[config.mk]
export PLATFORM = sky130hd
export DESIGN_NAME = alu_issue_unit
export DESIGN_NICKNAME = d
export VERILOG_FILES = /design/src/rtl/alu_issue_pkg.sv /design/src/rtl/alu_issue_unit_decoder.sv /design/src/rtl/alu_issue_unit.sv
export SDC_FILE = /design/constraint.sdc
export NUM_CORES = 1
export LEC_CHECK = 0
export BUFFER_PORTS_ARGS = -buffer_cell sky130_fd_sc_hd__buf_4
export CAP_MARGIN = 0
export CELL_PAD_IN_SITES_DETAIL_PLACEMENT = 1
export CELL_PAD_IN_SITES_GLOBAL_PLACEMENT = 1
export CORE_ASPECT_RATIO = 2
export CORE_MARGIN = 1
export CORE_UTILIZATION = 31
export CTS_BUF_LIST = sky130_fd_sc_hd__clkbuf_8
export DETAILED_ROUTE_END_ITERATION = 16
export PLACE_DENSITY_LB_ADDON = 0.1
export SETUP_SLACK_MARGIN = 0.5
export SYNTH_ARGS = -nofsm -noshare
export SYNTH_HDL_FRONTEND = slang
export SYNTH_SLANG_ARGS = --single-unit
[constraint.sdc]
create_clock -name clk -period 1.4 [get_ports clk]
set_input_delay 0.28 -clock clk [delete_from_list [all_inputs] [get_ports clk]]
set_output_delay 0.28 -clock clk [all_outputs]
set_load 0.02 [all_outputs]
[src/rtl/alu_issue_pkg.sv]
// alu_issue_pkg
//   Shared definitions for the ALU decode/issue stage: opcode values,
//   one-hot alusignals bit positions, instruction field positions and the
//   NOP opcode range. Imported by alu_decoder and alu_issue_unit.
package alu_issue_pkg;

   localparam int OPC_W   = 4;
   localparam int NALU_OP = 12;

   // Opcodes
   localparam logic [3:0] OP_ADD = 4'd0;
   localparam logic [3:0] OP_LD  = 4'd1;
   localparam logic [3:0] OP_ST  = 4'd2;
   localparam logic [3:0] OP_SUB = 4'd3;
   localparam logic [3:0] OP_MUL = 4'd4;
   localparam logic [3:0] OP_CMP = 4'd5;
   localparam logic [3:0] OP_MOV = 4'd6;
   localparam logic [3:0] OP_OR  = 4'd7;
   localparam logic [3:0] OP_AND = 4'd8;
   localparam logic [3:0] OP_NOT = 4'd9;
   localparam logic [3:0] OP_LSL = 4'd10;
   localparam logic [3:0] OP_LSR = 4'd11;

   // Opcodes from OP_NOP_MIN upward are NOPs
   localparam logic [3:0] OP_NOP_MIN = 4'd12;

   // alusignals bit indices
   localparam int ALU_ADD = 0;
   localparam int ALU_LD  = 1;
   localparam int ALU_ST  = 2;
   localparam int ALU_SUB = 3;
   localparam int ALU_MUL = 4;
   localparam int ALU_CMP = 5;
   localparam int ALU_MOV = 6;
   localparam int ALU_OR  = 7;
   localparam int ALU_AND = 8;
   localparam int ALU_NOT = 9;
   localparam int ALU_LSL = 10;
   localparam int ALU_LSR = 11;

   // Instruction field positions
   localparam int F_OPC_LSB = 12;
   localparam int F_RD_LSB  = 9;
   localparam int F_RS1_LSB = 6;
   localparam int F_ISIMM   = 5;
   localparam int F_IMM_LSB = 0;
   localparam int F_IMM_W   = 5;
   localparam int F_RS2_LSB = 0;

   function automatic logic is_nop(input logic [3:0] opc);
      return (opc >= OP_NOP_MIN);
   endfunction

endpackage

[src/rtl/alu_issue_unit_decoder.sv]
// alu_decoder
//   Combinational opcode decoder for the issue stage.
//   opcode_i      : instruction opcode [15:12]
//   alusignals_o  : one-hot ALU operation (all zero for NOPs)
//   writes_rd_o   : instruction writes its rd on retire
//   is_mem_o      : ld or st (retires as a memory request)
//   is_st_o       : st
//   uses_rs2_o    : rs2 field is a source when the immediate bit is clear
module alu_decoder
   import alu_issue_pkg::*;
(
   input  logic [3:0]  opcode_i,
   output logic [11:0] alusignals_o,
   output logic        writes_rd_o,
   output logic        is_mem_o,
   output logic        is_st_o,
   output logic        uses_rs2_o
);

   always_comb begin
      alusignals_o = '0;
      writes_rd_o  = 1'b0;
      is_mem_o     = 1'b0;
      is_st_o      = 1'b0;
      uses_rs2_o   = ~is_nop(opcode_i);
      case (opcode_i)
         OP_ADD: begin alusignals_o[ALU_ADD] = 1'b1; writes_rd_o = 1'b1; end
         OP_LD:  begin alusignals_o[ALU_LD]  = 1'b1; is_mem_o = 1'b1; end
         OP_ST:  begin alusignals_o[ALU_ST]  = 1'b1; is_mem_o = 1'b1; is_st_o = 1'b1; end
         OP_SUB: begin alusignals_o[ALU_SUB] = 1'b1; writes_rd_o = 1'b1; end
         OP_MUL: begin alusignals_o[ALU_MUL] = 1'b1; writes_rd_o = 1'b1; end
         OP_CMP: begin alusignals_o[ALU_CMP] = 1'b1; end
         OP_MOV: begin alusignals_o[ALU_MOV] = 1'b1; writes_rd_o = 1'b1; end
         OP_OR:  begin alusignals_o[ALU_OR]  = 1'b1; writes_rd_o = 1'b1; end
         OP_AND: begin alusignals_o[ALU_AND] = 1'b1; writes_rd_o = 1'b1; end
         OP_NOT: begin alusignals_o[ALU_NOT] = 1'b1; writes_rd_o = 1'b1; end
         OP_LSL: begin alusignals_o[ALU_LSL] = 1'b1; writes_rd_o = 1'b1; end
         OP_LSR: begin alusignals_o[ALU_LSR] = 1'b1; writes_rd_o = 1'b1; end
         default: ;
      endcase
   end

endmodule

[src/rtl/alu_issue_unit.sv]
// alu_issue_unit
//   Decode/issue stage in front of the clocked alu. Three stages:
//   D (accept + register-file read), X (registered ALU inputs),
//   W (aluresult valid, retire as write-back or memory request).
//   Optional feature macro: ALU_ISSUE_FWD_EN enables a W->X bypass so a
//   consumer only stalls while its producer is in X.
// Ports:
//   clk, rst_n                 clock, asynchronous active-low reset
//   instr/instr_valid/ready    instruction handshake from fetch queue
//   rs1_addr/rs2_addr          register-file read addresses (from instr)
//   rs1_data/rs2_data          register-file read data
//   alusignals/op1/op2/immx/isimmediate   registered ALU inputs (X)
//   aluresult                  registered ALU result (W)
//   wb_en/wb_addr/wb_data      register write-back
//   mem_req/mem_we/mem_addr    ld/st request
module alu_issue_unit
   import alu_issue_pkg::*;
#(
   parameter  int NREGS = 8,
   localparam int AW    = $clog2(NREGS)
) (
   input  logic          clk,
   input  logic          rst_n,
   input  logic [15:0]   instr,
   input  logic          instr_valid,
   output logic          instr_ready,
   output logic [AW-1:0] rs1_addr,
   output logic [AW-1:0] rs2_addr,
   input  logic [15:0]   rs1_data,
   input  logic [15:0]   rs2_data,
   output logic [11:0]   alusignals,
   output logic [15:0]   op1,
   output logic [15:0]   op2,
   output logic [4:0]    immx,
   output logic          isimmediate,
   input  logic [15:0]   aluresult,
   output logic          wb_en,
   output logic [AW-1:0] wb_addr,
   output logic [15:0]   wb_data,
   output logic          mem_req,
   output logic          mem_we,
   output logic [15:0]   mem_addr
);

   logic [3:0]    d_opc;
   logic [AW-1:0] d_rd;
   logic          d_isimm;
   logic [4:0]    d_imm;
   logic [11:0]   dec_alusig;
   logic          dec_wr, dec_mem, dec_st, dec_rs2;
   logic          d_reads_rs2, haz_x, haz_w, stall, accept;
   logic [15:0]   src1, src2;

   logic          ready_q;
   logic          x_vld_q, x_vld_d, x_wr_q, x_wr_d, x_mem_q, x_mem_d, x_st_q, x_st_d;
   logic [AW-1:0] x_rd_q, x_rd_d;
   logic [11:0]   alusig_q, alusig_d;
   logic [15:0]   op1_q, op1_d, op2_q, op2_d;
   logic [4:0]    immx_q, immx_d;
   logic          isimm_q, isimm_d;
   logic          w_vld_q, w_wr_q, w_mem_q, w_st_q;
   logic [AW-1:0] w_rd_q;

   // ---- D stage: field extract, decode, hazard check ----
   assign d_opc    = instr[F_OPC_LSB +: OPC_W];
   assign d_rd     = instr[F_RD_LSB +: AW];
   assign d_isimm  = instr[F_ISIMM];
   assign d_imm    = instr[F_IMM_LSB +: F_IMM_W];
   assign rs1_addr = instr[F_RS1_LSB +: AW];
   assign rs2_addr = instr[F_RS2_LSB +: AW];

   alu_decoder u_dec (
      .opcode_i     (d_opc),
      .alusignals_o (dec_alusig),
      .writes_rd_o  (dec_wr),
      .is_mem_o     (dec_mem),
      .is_st_o      (dec_st),
      .uses_rs2_o   (dec_rs2)
   );

   assign d_reads_rs2 = ~d_isimm & dec_rs2;

   // x_wr_q/w_wr_q are only set for valid writing instructions
   assign haz_x = x_vld_q & x_wr_q &
                  ((x_rd_q == rs1_addr) | (d_reads_rs2 & (x_rd_q == rs2_addr)));
   assign haz_w = w_vld_q & w_wr_q &
                  ((w_rd_q == rs1_addr) | (d_reads_rs2 & (w_rd_q == rs2_addr)));

`ifdef ALU_ISSUE_FWD_EN
   // Producer in W: its result is on aluresult this cycle, bypass it
   assign stall = instr_valid & haz_x;
   assign src1  = (w_vld_q & w_wr_q & (w_rd_q == rs1_addr)) ? aluresult : rs1_data;
   assign src2  = (w_vld_q & w_wr_q & (w_rd_q == rs2_addr)) ? aluresult : rs2_data;
`else
   // Register file is read-old on a same-cycle write, so W must also block
   assign stall = instr_valid & (haz_x | haz_w);
   assign src1  = rs1_data;
   assign src2  = rs2_data;
   logic unused_fwd;
   assign unused_fwd = haz_w & 1'b0;
`endif

   assign instr_ready = ready_q & ~stall;
   assign accept      = instr_valid & instr_ready;

   always_comb begin
      x_vld_d  = 1'b0;
      x_wr_d   = 1'b0;
      x_mem_d  = 1'b0;
      x_st_d   = 1'b0;
      x_rd_d   = '0;
      alusig_d = '0;
      op1_d    = '0;
      op2_d    = '0;
      immx_d   = '0;
      isimm_d  = 1'b0;
      if (accept) begin
         x_vld_d  = 1'b1;
         x_wr_d   = dec_wr;
         x_mem_d  = dec_mem;
         x_st_d   = dec_st;
         x_rd_d   = d_rd;
         alusig_d = dec_alusig;
         op1_d    = src1;
         op2_d    = src2;
         immx_d   = d_imm;
         isimm_d  = d_isimm;
      end
   end

   // ---- X and W stage registers ----
   always_ff @(posedge clk or negedge rst_n) begin
      if (!rst_n) begin
         ready_q  <= 1'b0;
         x_vld_q  <= 1'b0;
         x_wr_q   <= 1'b0;
         x_mem_q  <= 1'b0;
         x_st_q   <= 1'b0;
         x_rd_q   <= '0;
         alusig_q <= '0;
         op1_q    <= '0;
         op2_q    <= '0;
         immx_q   <= '0;
         isimm_q  <= 1'b0;
         w_vld_q  <= 1'b0;
         w_wr_q   <= 1'b0;
         w_mem_q  <= 1'b0;
         w_st_q   <= 1'b0;
         w_rd_q   <= '0;
      end else begin
         ready_q  <= 1'b1;
         x_vld_q  <= x_vld_d;
         x_wr_q   <= x_wr_d;
         x_mem_q  <= x_mem_d;
         x_st_q   <= x_st_d;
         x_rd_q   <= x_rd_d;
         alusig_q <= alusig_d;
         op1_q    <= op1_d;
         op2_q    <= op2_d;
         immx_q   <= immx_d;
         isimm_q  <= isimm_d;
         w_vld_q  <= x_vld_q;
         w_wr_q   <= x_wr_q;
         w_mem_q  <= x_mem_q;
         w_st_q   <= x_st_q;
         w_rd_q   <= x_rd_q;
      end
   end

   assign alusignals  = alusig_q;
   assign op1         = op1_q;
   assign op2         = op2_q;
   assign immx        = immx_q;
   assign isimmediate = isimm_q;

   // ---- W stage: retire ----
   // Result buses are zero outside a retire so reset drives them to 0
   assign wb_en    = w_vld_q & w_wr_q;
   assign wb_addr  = w_rd_q;
   assign wb_data  = wb_en ? aluresult : 16'h0;
   assign mem_req  = w_vld_q & w_mem_q;
   assign mem_we   = mem_req & w_st_q;
   assign mem_addr = mem_req ? aluresult : 16'h0;

endmodule
==> results.md <==
- Share of the synthesized area in the top cell type: 53.4%
- Hold Path Depth: 3
- Final Cycle Share: 138%
- Worst hold slack: 0.165 ns
- Global route total overflow: 0
- RR Startpoint: x_rd_q[1]$_DFF_PN0_
- Status: finished with violations
- Req. time, crit path: 1.12 ns
- Synth Flop Type: dfrtp_1
- Starting Density: 32.0%
- First DRT Iteration DRCs: 90
- FP Rows: 50
- Worst setup EP type: output pin
- Flop-to-flop setup slack: -0.52 ns
- WS Path Type: flip-flop to output pin
- Total global-route track usage: 23.1%
- CTS HTree Levels: 3
- Total wire length: around 13000 µm
- Bufs on Longest Clock Path: 2
- RSZ-0062 raised after global routing: yes
- Commonest cells in the netlist: 64 x dfrtp_1, 47 x nand2_1, 40 x nor3_2
- Layout cells sized above 1: 73.0%
- Synth Cell Area: 3000 µm²
- Cell taking the most area after synthesis: dfrtp_1
- Synth area leaders: dfrtp_1 53%, nor3_2 13%, and3_1 6.9%, nand2_1 5.9%, xnor2_1 3.8%
- Vias/cell: 5.08
- Final Cell Area: between 6000 and 7000 µm²
- Avg Cell Area, Syn: 11.0 µm²
- Area of the die: 10100 µm²
- Vias: ~3000
- Vias in the first global route: 3216
- Sequential share of power: 43.5%
- Worst R2R Path Depth: 9
- Final hold violations: 0
- Failing checks: negative setup slack
- Setup WS post-layout: -0.535 ns
- Critical path launch point type: flip-flop
- Fin Clk Skew: 0.00992 ns
- RePlAce Congestion: between 0.7 and 0.8
- IO Pins: 162
- Final setup viols: ~90
- PortBufs: roughly 160
- Distinct cell type count after synthesis: 31
- Placed Area: roughly 4600 µm²
- Clk network pwr share: 35.3%
- Die W: just over 70 µm
- Max Cap Viol: 0
- Reg2reg end: op1[8]$_DFF_PN0_
- Worst-path fanout max: 3
- EDFF count, synth: 0
- Max Transition Viols Final: 0
- Critical path data arrival time: 1.66 ns
- Internal power: around 3.3 mW
- Hold Crit Start: rs2_data[5]
- Asr flop ratio synth: between 90% and 100%
- Psw: 1.21 mW
- Worst-path clk slew: 0.07 ns
- Combinational share of power: a little over a fifth
- Sequential area share after synthesis: 53.4%
- DIE HEIGHT: 141 µm
- Pwr dens: 721 nW/µm²
- Leakage: 2.72 nW
- DP Wirelength: 6990 µm
- Hold EP: op2[5]$_DFF_PN0_
- Root Buffer: clkbuf_8
- Net Sw Frac: 26.8%
- Post-layout nets: 536
- Sinks on Clock Net: 64
- DRT antenna net count: 0
- Total CTS buffers: 9
- Cell count after synthesis: 272
- Synth-to-Final Area Change: 108%
- Syn nets: 339
- VDD IR max: 0.000664 V
- Most common cell in the netlist: dfrtp_1
- ANT cells: 0
- Area of the core: 9380 µm²
- TritonCTS clock tree: yes
- Warnings from Yosys: 0
- DRC violations left: 0
- First-pass DRT Iterations: 6
- Antenna violations before repair: 0
- Tmin final: 1.94 ns
- Largest net degree at the start of global routing: 31
- Type of the worst min-delay path: primary input to flip-flop
- Worst-Skew Late Latency: between 0.3 and 0.4 ns
- Max frequency: slightly above 500 MHz
- First-pass GRT wire length: 17000 µm
- Seq cells post-synth: 64
- Wirelength per Cell: 22.3 µm
routing by layer:
| layer | GRT usage, % | vias to the layer above | wire [µm] |
|---|---|---|---|
| met5 | 0 | - | 0 |
| met4 | 12.6 | 0 | 527 |
| met3 | 4.50 | 33 | 611 |
| met2 | 47.0 | 129 | 8140 |
| met1 | 19.8 | 1458 | 3640 |
| li1 | - | 1315 | - |
how the worst max path moves through the flow:
| stage | from | slack (ns) | to | cells after the start |
|---|---|---|---|---|
| floorplan | wb_addr[1]$_DFF_PN0_ | 0.02 | instr_ready | 4 |
| global placement | instr[15] | -0.22 | instr_ready | 6 |
| detailed placement | instr[15] | -0.24 | instr_ready | 6 |
| CTS | x_rd_q[0]$_DFF_PN0_ | -0.42 | instr_ready | 5 |
| global route | x_rd_q[1]$_DFF_PN0_ | -0.61 | instr_ready | 5 |
| finish | x_rd_q[1]$_DFF_PN0_ | -0.54 | instr_ready | 5 |
placed cells by master, fill, tap and decap left out, types with 3 or more instances in the layout:
| cell type | n |
|---|---|
| nor3_4 | 30 |
| and3_4 | 33 |
| nor4_4 | 10 |
| dfrtp_2 | 7 |
| buf_8 | 4 |
| nand2_1 | 46 |
| xnor2_2 | 5 |
| dfrtp_1 | 57 |
| buf_12 | 12 |
| buf_4 | 83 |
| buf_6 | 101 |
| nor3_2 | 13 |
| buf_16 | 12 |
| clkbuf_16 | 3 |
| xnor2_1 | 8 |
| clkbuf_8 | 14 |
layout make-up:
cell class / count / area (µm²)
fillers: 890 / 3150
clock inverters: 2 / 10.0
inverters: 1 / 3.75
multi-input cells: 176 / 1810
flip-flops and latches: 64 / 1610
repair buffers: 217 / 2480
well taps: 104 / 130
clock buffers: 14 / 193
stage by stage:
step	setup slack (ns)	utilization, %	instances	total power, mW	TNS [ns]
after floorplan	0.0159	-	272	2.28	0
after detailed placement	-0.243	48.8	528	2.66	-8.07
final	-0.535	66.5	578	4.50	-36.16
after CTS	-0.416	61.7	568	4.40	-20.30
after global routing	-0.614	66.5	578	4.69	-42.10
after global placement	-0.216	48.8	528	2.64	-6.98
flip-flops by register name, indices dropped and copies added (netlist names):
register / count
x_wr_q: 1
w_mem_q: 1
op2: 16
w_st_q: 1
w_wr_q: 1
w_vld_q: 1
x_mem_q: 1
immx: 5
ready_q: 1
alusignals: 12
x_vld_q: 1
isimmediate: 1
op1: 16
wb_addr: 3
x_rd_q: 3
power groups by stage:
| stage | clock network, mW | registers (mW) | logic, mW |
|---|---|---|---|
| 6_report | 1.59 | 1.96 | 0.953 |
| 5_1_grt | 1.72 | 1.96 | 1.00 |
| 4_1_cts | 1.61 | 1.96 | 0.833 |
| 3_5_place_dp | 0 | 1.98 | 0.680 |
| 3_3_place_gp | 0 | 1.98 | 0.668 |
| 2_1_floorplan | 0 | 2.04 | 0.240 |
kinds of logic (layout without fill, tap and decap cells):
logic type | Yosys count | after routing | share of synthesized area [%]
simple gates | 156 | 156 | 33.8
flops | 64 | 64 | 53.4
buf+inv | 32 | 234 | 7.38
xor+xnor | 13 | 13 | 3.80
compound gates | 6 | 6 | 1.46
other cells | 1 | 1 | 0.125
worst max-delay path, cell delays in order, from the launching register on:
cell	delay (ns)
dfrtp_2	0.45
xnor2_2	0.15
nand4_1	0.17
a21oi_2	0.10
a311oi_4	0.25
buf_6	0.17
repair_timing:
action	CTS	global route
pin swaps	60	16
gates resized for setup	137	53
endpoints found under the hold margin	23	0
gates cloned	11	3
setup endpoints to repair	148	189
setup buffers	12	7
hold buffers	1	0
Power figures use the tool's default switching activity.
